### src/rtl/pwm_ctrl_pkg.sv
// pwm_ctrl_pkg
//   Shared constants and types for the PWM control blocks.
//   DC_W / DC_MAX match the PWM generator duty-cycle inputs; CLK_HZ is the
//   PWM clock and RAMP_TICK_HZ the default soft-start step rate.
package pwm_ctrl_pkg;

    localparam int DC_W         = 7;
    localparam int DC_MAX       = 100;
    localparam int CLK_HZ       = 12_000_000;
    localparam int RAMP_TICK_HZ = 1_000;

    typedef enum logic {
        IDLE = 1'b0,
        RAMP = 1'b1
    } ramp_state_e;

endpackage

### src/rtl/pwm_tick_div.sv
// pwm_tick_div
//   Down-counting tick divider: emits a 1-cycle tick once every TICK_DIV
//   enabled cycles. The count holds while en=0 and restarts on clr.
//   Ports:
//     clk    system clock
//     rst_n  synchronous active-low reset
//     en     count enable
//     clr    synchronous restart of the period
//     tick   1-cycle pulse on the last cycle of each period
module pwm_tick_div #(
    parameter int TICK_DIV = 12000
) (
    input  logic clk,
    input  logic rst_n,
    input  logic en,
    input  logic clr,
    output logic tick
);

    localparam int             CNT_W  = 16;
    localparam logic [CNT_W-1:0] RELOAD = CNT_W'(TICK_DIV - 1);

    logic [CNT_W-1:0] cnt;

    // The tick is taken in the same cycle the count reaches zero, so the
    // consumer sees it exactly TICK_DIV enabled cycles after a restart.
    assign tick = en && (cnt == '0);

    always_ff @(posedge clk) begin
        if (!rst_n || clr) begin
            cnt <= RELOAD;
        end else if (tick) begin
            cnt <= RELOAD;
        end else if (en) begin
            cnt <= cnt - 1'b1;
        end
    end

endmodule

### src/rtl/pwm_dc_ramp_ctrl.sv
// pwm_dc_ramp_ctrl
//   Soft-start duty-cycle sequencer. Accepts a target duty over valid/ready
//   and slews reg_dc toward it by STEP once per TICK_DIV clocks.
//   Ports:
//     clk        system clock (12 MHz)
//     rst_n      synchronous active-low reset
//     enable     1 = ramp runs, 0 = ramp frozen
//     abort      1-cycle request: duty to 0, drop current ramp
//     tgt_dc     requested target duty
//     tgt_valid  target request valid
//     tgt_ready  controller can accept a target (combinational)
//     reg_dc     registered duty value to the PWM generator
//     busy       ramp in progress
//     done       1-cycle pulse when reg_dc reaches the target
module pwm_dc_ramp_ctrl
    import pwm_ctrl_pkg::*;
#(
    parameter int TICK_DIV = CLK_HZ / RAMP_TICK_HZ,
    parameter int STEP     = 1
) (
    input  logic            clk,
    input  logic            rst_n,
    input  logic            enable,
    input  logic            abort,
    input  logic [DC_W-1:0] tgt_dc,
    input  logic            tgt_valid,
    output logic            tgt_ready,
    output logic [DC_W-1:0] reg_dc,
    output logic            busy,
    output logic            done
);

    localparam logic [DC_W:0]   STEP_X   = (DC_W + 1)'(STEP);
    localparam logic [DC_W-1:0] DC_MAX_V = DC_W'(DC_MAX);

    ramp_state_e     state, state_nxt;
    logic [DC_W-1:0] target, target_nxt;
    logic [DC_W-1:0] reg_dc_nxt;
    logic            done_nxt;
    logic [DC_W-1:0] tgt_clamped;
    logic [DC_W-1:0] stepped;
    logic [DC_W:0]   dc_x, tgt_x;
    logic            handshake;
    logic            tick, tick_en, tick_clr;

    assign tgt_ready   = rst_n && !abort && (state == IDLE);
    assign handshake   = tgt_valid && tgt_ready;
    assign busy        = (state == RAMP);
    assign tgt_clamped = (tgt_dc > DC_MAX_V) ? DC_MAX_V : tgt_dc;
    assign tick_en     = enable && (state == RAMP);

    pwm_tick_div #(
        .TICK_DIV(TICK_DIV)
    ) u_tick_div (
        .clk  (clk),
        .rst_n(rst_n),
        .en   (tick_en),
        .clr  (tick_clr),
        .tick (tick)
    );

    // Step arithmetic is one bit wider than the duty so neither the sum nor
    // target+STEP can wrap; the result saturates at the target.
    assign dc_x  = {1'b0, reg_dc};
    assign tgt_x = {1'b0, target};

    always_comb begin
        stepped = reg_dc;
        if (dc_x < tgt_x) begin
            if (dc_x + STEP_X >= tgt_x) begin
                stepped = target;
            end else begin
                stepped = reg_dc + STEP_X[DC_W-1:0];
            end
        end else if (dc_x > tgt_x) begin
            if (dc_x <= tgt_x + STEP_X) begin
                stepped = target;
            end else begin
                stepped = reg_dc - STEP_X[DC_W-1:0];
            end
        end
    end

    // abort outranks both the tick and a handshake in the same cycle.
    always_comb begin
        state_nxt  = state;
        target_nxt = target;
        reg_dc_nxt = reg_dc;
        done_nxt   = 1'b0;
        tick_clr   = 1'b0;
        if (abort) begin
            state_nxt  = IDLE;
            target_nxt = '0;
            reg_dc_nxt = '0;
            tick_clr   = 1'b1;
        end else begin
            case (state)
                IDLE: begin
                    if (handshake) begin
                        target_nxt = tgt_clamped;
                        tick_clr   = 1'b1;
                        if (tgt_clamped == reg_dc) begin
                            done_nxt = 1'b1;
                        end else begin
                            state_nxt = RAMP;
                        end
                    end
                end
                RAMP: begin
                    if (tick) begin
                        reg_dc_nxt = stepped;
                        if (stepped == target) begin
                            done_nxt  = 1'b1;
                            state_nxt = IDLE;
                        end
                    end
                end
                default: begin
                    state_nxt = IDLE;
                end
            endcase
        end
    end

    always_ff @(posedge clk) begin
        if (!rst_n) begin
            state  <= IDLE;
            target <= '0;
            reg_dc <= '0;
            done   <= 1'b0;
        end else begin
            state  <= state_nxt;
            target <= target_nxt;
            reg_dc <= reg_dc_nxt;
            done   <= done_nxt;
        end
    end

endmodule
### config.mk
export PLATFORM = sky130hd
export DESIGN_NAME = pwm_dc_ramp_ctrl
export DESIGN_NICKNAME = d
export VERILOG_FILES = /design/src/rtl/pwm_ctrl_pkg.sv /design/src/rtl/pwm_tick_div.sv /design/src/rtl/pwm_dc_ramp_ctrl.sv
export SDC_FILE = /design/constraint.sdc
export NUM_CORES = 1
export LEC_CHECK = 0
export BUFFER_PORTS_ARGS = -buffer_cell sky130_fd_sc_hd__buf_2
export CAP_MARGIN = 0
export CORE_UTILIZATION = 25
export DETAILED_ROUTE_END_ITERATION = 10
export HOLD_SLACK_MARGIN = 0.12
export MAX_ROUTING_LAYER = met4
export PLACE_DENSITY_LB_ADDON = 0.3
export SETUP_SLACK_MARGIN = 0.3
export SLEW_MARGIN = 20
export SYNTH_ARGS = -nofsm -noshare
export SYNTH_HDL_FRONTEND = slang
export SYNTH_HIERARCHICAL = 1
export SYNTH_SLANG_ARGS = --single-unit
### constraint.sdc
create_clock -name clk -period 3.64 [get_ports clk]
set_input_delay 0 -clock clk [delete_from_list [all_inputs] [get_ports clk]]
set_output_delay 0 -clock clk [all_outputs]
set_load 0.03 [all_outputs]
After elaboration in Yosys (flattened, before gate mapping)
Index checks and enable logic that the tools add are counted.
{ "totals": {"reg_bits": 32, "output_inout_bits": 10} }
{ "classes": {"add_sub_neg": 5, "n_lt_le_gt_ge": 5, "eq_ne": 2, "muxes": 18, "bitwise": 2, "reduce_logical": 13} }
{ "op_table": {"columns": ["op", "n"], "rows": [
  ["7-bit two-way mux", 5],
  ["7-bit by 1-bit adder with 8-bit output (second input constant)", 2],
  ["16-bit zero test", 1],
  ["16-bit by 1-bit subtractor with 16-bit output (second input constant)", 1],
  ["7-bit equality test", 2],
  ["1-bit two-way mux", 11],
  ["8-bit by 7-bit greater-or-equal comparator with 1-bit output", 1],
  ["7-bit by 8-bit less-or-equal comparator with 1-bit output", 1],
  ["7-bit by 1-bit adder with 7-bit output (second input constant)", 1],
  ["7-bit > comparator", 1],
  ["7-bit > comparator (second input constant)", 1],
  ["7-bit less-than comparator", 1],
  ["7-bit by 1-bit subtractor with 7-bit output (second input constant)", 1],
  ["1-bit logical AND", 5],
  ["1-bit case mux with 2 select lines", 2],
  ["2-bit AND reduction", 2],
  ["2-bit OR reduction", 2],
  ["1-bit zero test", 2],
  ["1-bit inverter", 2],
  ["1-bit logical OR", 1]
]} }

Depth between registers and ports, before layout
Gate-level depths: netlist (run 1).
{ "logic_depth": {"word_depth": 9, "mapped_depth": 14, "ltp_nobuf": 12} }

Cells and area by module
Netlist (run 1), hierarchy kept.
{ "by_module_without_submodules": {"columns": ["mod", "n_inst", "cells_per_inst", "area_each_um2", "seq_area_each_um2"], "rows": [
  ["pwm_dc_ramp_ctrl", 1, 286, 2233.4, 320.3],
  ["pwm_tick_div", 1, 86, 788.3, 320.3]
]} }

Worst setup path before layout (run 1)
Ideal clock, no wire load.
{ "synth_timing": {"path_type": "reg-to-reg", "start": "register reg_dc[3]", "end": "register reg_dc[5]", "setup_time_ns": 0.139, "arrival_ns": 2.706, "t_required_ns": 3.501, "path_slack_ns": 0.795, "path_stages_with_launch": 13, "path_cell_list": "dfxtp_1 buf_4 and3_4 a21oi_1 or2_4 ha_1 a21o_1 a21oi_1 o21ai_2 nor2_8 mux2_1 o21ai_1 a221oi_2"} }
{ "synth_via": {"elab_chain_len": 4} }
{ "synth_rtl": {"columns": ["item", "line", "text"], "rows": [
  ["from (decl)", "pwm_dc_ramp_ctrl.sv:28", "output logic [DC_W-1:0] reg_dc,"],
  ["from (signal assigned)", "pwm_dc_ramp_ctrl.sv:134", "reg_dc <= reg_dc_nxt;"],
  ["7-bit by 1-bit adder with 8-bit output (tied with other cells)", "pwm_dc_ramp_ctrl.sv:70", "if (dc_x + STEP_X >= tgt_x) begin"],
  ["8-bit by 7-bit greater-or-equal comparator with 1-bit output / 7-bit two-way mux (equally long branches)", "pwm_dc_ramp_ctrl.sv:70, pwm_dc_ramp_ctrl.sv:76", null],
  ["7-bit two-way mux, on equally long branches", "pwm_dc_ramp_ctrl.sv:70, pwm_dc_ramp_ctrl.sv:75", null],
  ["7-bit two-way mux *", "pwm_dc_ramp_ctrl.sv:69", "if (dc_x < tgt_x) begin"]
]} }
Every way passes the cells marked *; elsewhere a longest branch is shown, timed or not.
A chain may end at the register's enable or synchronous reset.

Worst setup path after layout (run 1)
{ "layout_timing": {"start": "register target[2]", "end": "register reg_dc[4]"} }
{ "layout_via": {"elab_chain_len": 5} }
{ "layout_rtl": {"columns": ["item", "line", "text"], "rows": [
  ["from (decl)", "pwm_dc_ramp_ctrl.sv:37", "logic [DC_W-1:0] target, target_nxt;"],
  ["from (signal assigned)", "pwm_dc_ramp_ctrl.sv:133", "target <= target_nxt;"],
  ["7-bit by 1-bit adder with 8-bit output", "pwm_dc_ramp_ctrl.sv:76", "if (dc_x <= tgt_x + STEP_X) begin"],
  ["7-bit by 8-bit less-or-equal comparator with 1-bit output", "pwm_dc_ramp_ctrl.sv:76", null],
  ["7-bit two-way mux", "pwm_dc_ramp_ctrl.sv:76", null],
  ["7-bit two-way mux", "pwm_dc_ramp_ctrl.sv:75", "end else if (dc_x > tgt_x) begin"],
  ["7-bit two-way mux *", "pwm_dc_ramp_ctrl.sv:69", null]
]} }
Marked as above.

==> metrics.md, run 1 <==
| Metric | Value |
|---|---|
| Status | complete, but fails checks |
| Failing checks | design-rule violations |
| Number of synthesized flops with an enable pin | 0 |
| Highest-count cells in the layout ignoring fill and taps | nand2_1 (40), dfxtp_1 (30), ha_1 (25), a21oi_1 (22), buf_2 (21) |
| # IOs | 22 |
| Setup Skew | approximately 0.0079 ns |
| Setup CP Type | flip-flop to flip-flop |
| DR iter-0 viols | roughly 240 |
| Vias in the first global route | around 2.8k |
| Core ar. | about 12000 um2 |
| Place WS | between 0.3 and 0.4 ns |
| Most common cell after layout, fill and taps aside | nand2_1 |
| Initial core utilization | 0.2602 |
| Post-route ant nets | 0 |
| PnR worst setup slack | 0.4328 ns |
| Top_reg_cell synth | dfxtp_1 |
| Syn nets | around 400 |
| P_leak | 1.353 nW |
| First-pass GRT wire length | about 15000 um |
| GRT Overall Usage | 0.1501 |
| Ys Warns | 6 |
| DRC | 1 |
| P_int | just under 0.7 mW |
| Post-Syn Instances | about 370 |
| Grt ovf | 0 |
| Hpwl dp | around 6600 um |
| Port buffer count | 21 |
| Crit path launch type | flip-flop |
| Worst Path Required | approximately 3.8 ns |
| Crit end category | flip-flop |
| Reg power frac | 0.369 |
| Ratio of cells with drive above 1 in the final layout | 0.1675 |
| DR vias | a little under 3k |
| Top cell type's share of synthesized area | 0.2120 |
| Initial antenna violation count | 0 |
| Max_cap viols | 0 |
| Avg WL per Cell | about 16 um |
| RD Place Congestion | 0.8965 |
| Max Freq | slightly above 300 MHz |
| DR vias/cell | roughly 5.3 |
| Non-Filler Instances | roughly 540 |
| Die Height | 111.9 um |
| H-tree levels | 2 |
| Largest net degree at the start of global routing | 21 |
| TritonCTS clock tree | built |
| Area grow syn2layout | 15.53% |
| DIE WIDTH | roughly 110 um |
| Pwr Density | ~280 nW/um2 |
| DRT Wirelength | between 8000 and 9000 um |
| Post-Place Cells | about 530 |
| TritonRoute pass-1 iters | 8 |
| Cell Area, Synth | a little over 3000 um2 |
| Synth top area cells | dfxtp_1 (21%), ha_1 (10%), xnor2_1 (5.2%) |
| Switching Share | 0.3035 |
| Slew Limit Fails | 0 |
| Post-synth top area cell | dfxtp_1 |
| Max FO, Critical Path | 20 |
| Sequential fraction of the synthesis area | 0.2120 |
| Worst VDD drop | 198.6 uV |
| Die area | around 13000 um2 |
| Clk buf depth | 2 |
| Total CTS buffers | 5 |
| FFs w/ async S/R, synth | 0 |
| Register bit total from synthesis | 32 |
| Clock share of power | 0.440 |
| Final nets | ~440 |
| Cell row count | 39 |
| Crit path time final | 3.207 ns |
| Setup TNS | 0 ns |
| Min-Delay Path Class | input port to flip-flop |
| RSZ-0062 raised after global routing | no |
| Skew-Pair Late Insertion Delay | between 0.2 and 0.3 ns |
| Slew headroom | 0.6020 |
| CP arrival | ~3.4 ns |
| Num Clock Sinks | 32 |
| CTS Root Cell | clkbuf_16 |
| Tcrit/Tclk final | 0.8811 |
| Combinational share of power | 0.191 |
| Slew @ Worst Pin | 0.5948 ns |
| NetSw | a little under 0.3 mW |
| Distinct cells, synth | between 60 and 70 |
| Endpoints failing hold | 0 |
| Mean Syn Cell Area | slightly above 8 um2 |
| Clk pin slew, worst setup/hold paths | about 0.060 ns |
| Final setup viols | 0 |
| N_diodes | 0 |
-- flip-flops by register name, summed over array words and instances, names as in the netlist --
| register | flops |
|---|---|
| busy | 1 |
| target | 7 |
| u_tick_div/cnt | 16 |
| done | 1 |
| reg_dc | 7 |
-- power by group through the flow --
stage / combinational, mW / clock (mW) / sequential, mW
finish: 0.187 / 0.431 / 0.361
global route: 0.204 / 0.459 / 0.361
CTS: 0.185 / 0.441 / 0.360
detailed placement: 0.176 / 0 / 0.368
global placement: 0.177 / 0 / 0.368
floorplan: 0.136 / 0 / 0.365
-- synthesized netlist by cell type, types with 7 or more instances --
master,n
xnor2_1,18
nor2_1,20
nand2_1,40
a21oi_1,22
o21ai_0,16
dfxtp_1,32
nand3_1,13
nand4_1,10
nor3_1,10
xor2_1,15
buf_2,8
ha_1,25
buf_6,7
inv_1,16
-- final cells by class --
class                      count  area (um2)
tap                          143       178.9
clock buffer                   5       125.1
sequential                    32       643.1
inverter                      17       63.81
fill                        1269        8123
clock inverter                 3       23.77
multi-input combinational    300        2161
timing repair buffer          43       295.3
-- stage by stage --
step / power, mW / util / cell area, um2 / hold WS (ns)
final: 0.9788 / 0.3006 / 3491 / 0.1902
after global routing: 1.024 / 0.3006 / 3491 / 0.2378
after CTS: 0.9865 / 0.3004 / 3488 / 0.1845
after detailed placement: 0.5441 / 0.2789 / 3239 / 0.2878
after global placement: 0.5450 / 0.2789 / 3239 / 0.2703
after floorplan: 0.5018 / - / 3022 / 0.1085
-- critical path: stages, from the launching register on --
cell	delay, ns
dfxtp_1	0.63
nand3_1	0.20
nor3_1	0.21
xnor2_1	0.11
ha_1	0.33
and3_1	0.22
o2111ai_1	0.14
a21oi_2	0.14
buf_4	0.26
mux2_2	0.36
o221ai_1	0.20
o31a_1	0.19
a21oi_1	0.07
-- worst paths after layout --
check	depth (start not counted)	end	slack (ns)	start
worst max-delay path	12	reg_dc[4]	0.43	target[2]
worst min-delay path	4	u_tick_div/cnt[15]	0.19	rst_n
worst min register to register	2	u_tick_div/cnt[5]	0.47	u_tick_div/cnt[5]
worst max register to register	12	reg_dc[4]	0.43	target[2]
-- kinds of logic after synthesis --
logic type / after synthesis / share of synthesized area
simple gates: 138 / 0.2605
mux: 7 / 0.02443
xor+xnor: 35 / 0.1064
buf+inv: 40 / 0.07288
compound gates: 95 / 0.2203
fa+ha+maj: 25 / 0.1035
flops: 32 / 0.2120
-- repair_timing --
action / CTS / global route
hold buffers: 10 / 0
endpoints found under the hold margin: 9 / 0
resized for setup: 0 / 2
buffers inserted: 0 / 0
endpoints found under the setup margin: 0 / 3
-- per-layer routing --
layer  part of all wire  GRT usage  wire [um]
met5                  0          -          0
met4              0.012    0.03733        106
met3              0.056    0.01905        503
met2               0.45     0.2315       3991
met1               0.49     0.2070       4338
(Power assumes the default switching activity.)
==> inputs of run 2 (changes only) <==
Clock period 3.64 ns to 3.4 ns, I/O delays scaled along.
==> metrics.md, run 2 (synthesis gave the netlist of run 1 again) <==
| Metric | Value |
|---|---|
| Status | complete, but fails checks |
| Failing checks | design-rule violations |
| Tot Pwr | 1.050 mW |
| TritonRoute pass-1 iters | 7 |
| Fill cells | roughly 1.2k |
| Hold Crit Endpoint | u_tick_div/cnt[15] |
| Worst Reg2Reg Path Length in Cells | 13 |
| Reg power frac | 0.366 |
| Met1 wire length | 4349 um |
| Post-route ant nets | 0 |
| P_leak | around 1.4 nW |
| DR vias/cell | between 5 and 6 |
| Clk pin slew, worst setup/hold paths | approximately 0.060 ns |
| TritonCTS clock tree | built |
| Grt ovf | 0 |
| Area of the multi-input gates | approximately 2200 um2 |
| Switching Share | 0.2838 |
| First-pass GRT wire length | approximately 15000 um |
| Pwr Density | between 200 and 300 nW/um2 |
| Num Clock Sinks | 32 |
| Crit end category | flip-flop |
| Worst hold path depth | 4 |
| Skew-Pair Late Insertion Delay | 0.28 ns |
| Dpl cell area | 3284 um2 |
| Setup CP Type | flip-flop to flip-flop |
| Met2 wire len | approximately 3800 um |
| Endpoints failing hold | 0 |
| H-tree levels | 2 |
| Die area | approximately 13000 um2 |
| Max_cap viols | 0 |
| DR vias | between 2k and 3k |
| Routed met3 length | between 400 and 500 um |
| Max FO, Critical Path | 5 |
| Port buffer count | 21 |
| Slew Limit Fails | 0 |
| PnR worst setup slack | 0.5116 ns |
| # IOs | 22 |
| Core ar. | about 12000 um2 |
| Avg WL per Cell | about 16 um |
| Combinational share of power | 0.197 |
| Clk buf depth | 2 |
| DRC | 1 |
| P_int | between 0.7 and 0.8 mW |
| RR Endpoint | reg_dc[4] |
| Cell row count | 39 |
| Die Height | 111.9 um |
| N_diodes | 0 |
| Vias in the first global route | 2803 |
| Final setup viols | 0 |
| Place WS | ~0.28 ns |
| Crit path launch type | flip-flop |
| Largest net degree at the start of global routing | 16 |
| Worst Path Required | 3.56 ns |
| Register Area | 646.9 um2 |
| Max Freq | between 300 and 400 MHz |
| Initial antenna violation count | 0 |
| Top reg by flops | u_tick_div/cnt |
| Min-Delay Path Class | input port to flip-flop |
| Setup Skew | 0.003970 ns |
| Hpwl dp | slightly below 7000 um |
| Slew headroom | 0.5495 |
| Final instance area | ~3600 um2 |
| Most common cell after layout, fill and taps aside | nand2_1 |
| Worst R2R Start | target[0] |
| Worst VDD drop | approximately 220 uV |
| Min-delay src | rst_n |
| DR iter-0 viols | approximately 190 |
| Clock share of power | 0.436 |
| RSZ-0062 raised after global routing | no |
| Setup TNS | 0 ns |
| Crit path time final | a little under 3 ns |
| CP arrival | 3.05 ns |
| NetSw | just under 0.3 mW |
| Ratio of cells with drive above 1 in the final layout | 0.1995 |
| DRT Wirelength | about 9000 um |
| GRT Overall Usage | 0.1507 |
| DIE WIDTH | around 110 um |
| Setup Fix Bufs, Post-CTS | 0 |
| Final nets | ~440 |
| Top routing layer in use | met4 |
| RD Place Congestion | between 0.9 and 1 |
| Initial core utilization | 0.2602 |
| Max reg flops | 16 |
| Area grow syn2layout | 18.14% |
| Total CTS buffers | 5 |
| Reg2reg setup slack | slightly above 0.5 ns |
| Highest-count cells in the layout ignoring fill and taps | nand2_1 (40), dfxtp_1 (27), ha_1 (24), a21oi_1 (22), buf_2 (21) |
| Tcrit/Tclk final | 0.8495 |
| Biggest regs | u_tick_div/cnt x16, reg_dc x7, target x7 |
| Slew @ Worst Pin | 0.6733 ns |
| CTS Root Cell | clkbuf_16 |
## run 2: cell count changes in the layout (fill, tap and decap cells not counted), moves of 3 or more
cell	before	now
buf_4	12	17
dfxtp_1	30	27
dfxtp_2	2	5
nor3_1	10	7
nor3_2	0	3
## run 2: critical path, cell delays in order (launching register included)
cell	delay, ns
dfxtp_1	0.35
ha_1	0.20
nand3_1	0.14
nor3_2	0.15
xnor2_1	0.08
ha_1	0.32
and3_1	0.20
o2111ai_1	0.14
a21oi_2	0.29
buf_4	0.19
mux2_2	0.33
o221ai_1	0.17
o31a_1	0.15
a21oi_1	0.06
## run 2: cell type report
class | instances | area share
inverters | 17 | 0.01788
multi-input cells | 300 | 0.6123
flip-flops and latches | 32 | 0.1812
clock inverters | 1 | 0.002103
well taps | 143 | 0.05012
repair buffers | 49 | 0.09639
clock buffers | 7 | 0.03996
## run 2: how the worst max path moves through the flow
| stage | startpoint | to | slack [ns] | depth (start not counted) |
|---|---|---|---|---|
| final | target[0] | reg_dc[4] | 0.51 | 13 |
| after global routing | target[0] | reg_dc[4] | 0.30 | 13 |
| after CTS | reg_dc[2] | done | 0.36 | 11 |
| after detailed placement | reg_dc[1] | done | 0.28 | 10 |
| after global placement | reg_dc[1] | done | 0.25 | 10 |
| after floorplan | reg_dc[3] | reg_dc[5] | 0.55 | 12 |
## run 2: stage by stage
stage / hold WS, ns / util / instances
after floorplan: 0.1085 / - / 372
after global placement: 0.2513 / 0.2828 / 531
after detailed placement: 0.2463 / 0.2828 / 531
after CTS: 0.1914 / 0.3046 / 549
after global routing: 0.2227 / 0.3074 / 549
final: 0.1929 / 0.3074 / 549
## run 2: layer usage
metal / track usage / vias up
met3: 0.01960 / 15
met1: 0.2075 / 1370
met5: - / -
met4: 0.04889 / 0
li1: - / 1422
met2: 0.2273 / 79
## run 2: timing repair
action,4_1_cts,5_1_grt
pin swaps,0,1
endpoints found under the hold margin,9,0
endpoints found under the setup margin,2,7
resized for setup,2,10
hold buffers,10,0
## run 2: power groups by stage
stage / combinational (mW) / clock [mW] / sequential [mW]
3_3_place_gp: 0.194 / 0 / 0.393
2_1_floorplan: 0.146 / 0 / 0.391
6_report: 0.207 / 0.458 / 0.385
3_5_place_dp: 0.194 / 0 / 0.393
5_1_grt: 0.229 / 0.485 / 0.385
4_1_cts: 0.204 / 0.474 / 0.385
==> inputs of run 3 (changes only) <==
Clock period 3.4 ns to 2.7 ns, I/O delays scaled along.
==> metrics.md, run 3 (synthesis gave the netlist of run 1 again) <==
| Metric | Value |
|---|---|
| Status | complete, but fails checks |
| Failing checks | design-rule violations, negative setup slack |
| Place WS | -0.02759 ns |
| TritonRoute pass-1 iters | 7 |
| Worst setup path start | target[2] |
| Sum of buffers and inverters on the critical path | 1 |
| Slew headroom | 0.6470 |
| Met1 GRT Util | 0.2155 |
| Dpl cell area | ~3600 um2 |
| Critical path cell sequence | nand3_2, nor3_2, xnor2_1, ha_1, and3_4, a221oi_4, a21oi_4, clkbuf_16, o211ai_1, or3b_1, nand4_1, a21oi_1 |
| DIE WIDTH | 111.9 um |
| Ratio of cells with drive above 1 in the final layout | 0.3506 |
| Most Crowded Layer GR | met2 |
| Slowest stage delay, CP | about 0.38 ns |
| DRC | 1 |
| Slew Limit Fails | 0 |
| Num Clock Sinks | 32 |
| Setup CP Type | flip-flop to flip-flop |
| Setup Skew | around 0.0045 ns |
| Grt ovf | 0 |
| First-pass GRT wire length | between 15000 and 20000 um |
| Max reg flops | 16 |
| Clock share of power | 0.408 |
| CP arrival | 2.90 ns |
| CTS Root Cell | clkbuf_16 |
| Tot Pwr | ~1.4 mW |
| Register Area | approximately 680 um2 |
| Crit path time final | 2.731 ns |
| Final instance area | around 4200 um2 |
| Area of the multi-input gates | about 2400 um2 |
| Met3 Track Usage GR | 0.02069 |
| CP max stage cell | dfxtp_4 |
| Crit end category | flip-flop |
| Top reg by flops | u_tick_div/cnt |
| GRT Overall Usage | 0.1669 |
| Initial antenna violation count | 0 |
| Largest net degree at the start of global routing | 14 |
| Clk pin slew, worst setup/hold paths | roughly 0.060 ns |
| Area grow syn2layout | 38.43% |
| Max Freq | roughly 370 MHz |
| Non-Filler Instances | 588 |
| Min-delay src | rst_n |
| Routing usage on met2 | 0.2658 |
| NetSw | about 0.42 mW |
| Avg WL per Cell | ~17 um |
| DR vias | approximately 3.2k |
| Fin util | 0.3602 |
| Max_cap viols | 0 |
| Setup TNS | -0.03526 ns |
| TritonCTS clock tree | built |
| Slew @ Worst Pin | around 0.53 ns |
| Vias in the first global route | ~3.1k |
| Clk buf depth | 2 |
| Worst R2R Start | target[2] |
| Pwr Density | approximately 330 nW/um2 |
| Hpwl dp | between 7000 and 8000 um |
| Reg power frac | 0.345 |
| Core ar. | 11610 um2 |
| N_diodes | 0 |
| Post-route ant nets | 0 |
| DR vias/cell | between 5 and 6 |
| Final setup viols | 2 |
| RD Place Congestion | 0.8762 |
| Reg2reg setup slack | -0.03 ns |
| DRT Wirelength | between 10000 and 15000 um |
| P_int | slightly below 1 mW |
| Skew-Pair Late Insertion Delay | 0.28 ns |
| Highest-count cells in the layout ignoring fill and taps | buf_4 (51), nand2_1 (40), ha_1 (22), dfxtp_1 (22), buf_2 (21) |
| P_leak | 1.659 nW |
| Cell row count | 39 |
| Crit path launch type | flip-flop |
| Endpoints failing hold | 0 |
| Hold_ws | just over 0.2 ns |
| RSZ-0062 raised after global routing | yes |
| Min-Delay Path Class | input port to flip-flop |
| Tcrit/Tclk final | 1.012 |
| H-tree levels | 2 |
| Switching Share | 0.3025 |
| Worst VDD drop | about 230 uV |
| Final nets | 481 |
| Worst Path Required | 2.87 ns |
| Die area | approximately 13000 um2 |
| Cell family with most CP delay | simple AND/OR/NAND/NOR gates |
| DR iter-0 viols | 205 |
| Max FO, Critical Path | 5 |
| Total CTS buffers | 5 |
| Most common cell after layout, fill and taps aside | buf_4 |
| Post-Place Cells | between 500 and 600 |
| Biggest regs | u_tick_div/cnt x16, reg_dc x7, target x7 |
| Combinational share of power | 0.247 |
| PnR worst setup slack | -0.03111 ns |
| Port buffer count | 21 |
| Initial core utilization | 0.2602 |
| # IOs | 22 |
| Die Height | roughly 110 um |
| Fill cells | roughly 1.2k |
[run 3: changes by cell type in the layout (fill, tap and decap cells not counted), sizes merged]
cell / previous run / this run
clkinv: 1 / 2
clkbuf: 7 / 6
buf: 39 / 77
inv: 16 / 17
[run 3: layer usage]
metal / up-vias / routed length, um / share of wire
met5: - / 0 / 0
li1: 1510 / - / -
met2: 120 / 4781 / 0.47
met4: 0 / 327 / 0.032
met3: 23 / 466 / 0.046
met1: 1505 / 4621 / 0.45
[run 3: power by group through the flow]
stage / Sequential (mW) / Combinational (mW) / Clock (mW)
final: 0.476 / 0.341 / 0.563
after global routing: 0.476 / 0.364 / 0.597
after CTS: 0.478 / 0.311 / 0.580
after detailed placement: 0.488 / 0.290 / 0
after global placement: 0.488 / 0.290 / 0
after floorplan: 0.488 / 0.196 / 0
[run 3: tightest hold or removal path: stages]
cell and delay (ns):
buf_2 0.11, nor2b_1 0.18, nand2_1 0.08, mux2i_1 0.05
[run 3: layout make-up]
type,instances,share of cell area
clock buffers,5,0.02991
clock inverters,3,0.005384
inverters,17,0.01555
multi-input cells,300,0.5827
flip-flops and latches,32,0.1615
well taps,143,0.04278
repair buffers,88,0.1621
[run 3: timing repair]
item	in CTS	in global routing
cloned	0	1
buffers inserted	1	4
hold endpoints to repair	9	0
pin swaps	6	27
setup endpoints to repair	9	9
hold buffers	10	0
resized for setup	11	29
[run 3: worst paths after layout]
| path | to | cells past startpoint |
|---|---|---|
| setup / recovery | reg_dc[0] | 12 |
| hold / removal | u_tick_div/cnt[15] | 4 |
| setup reg to reg | reg_dc[0] | 12 |
| hold reg to reg | u_tick_div/cnt[5] | 2 |
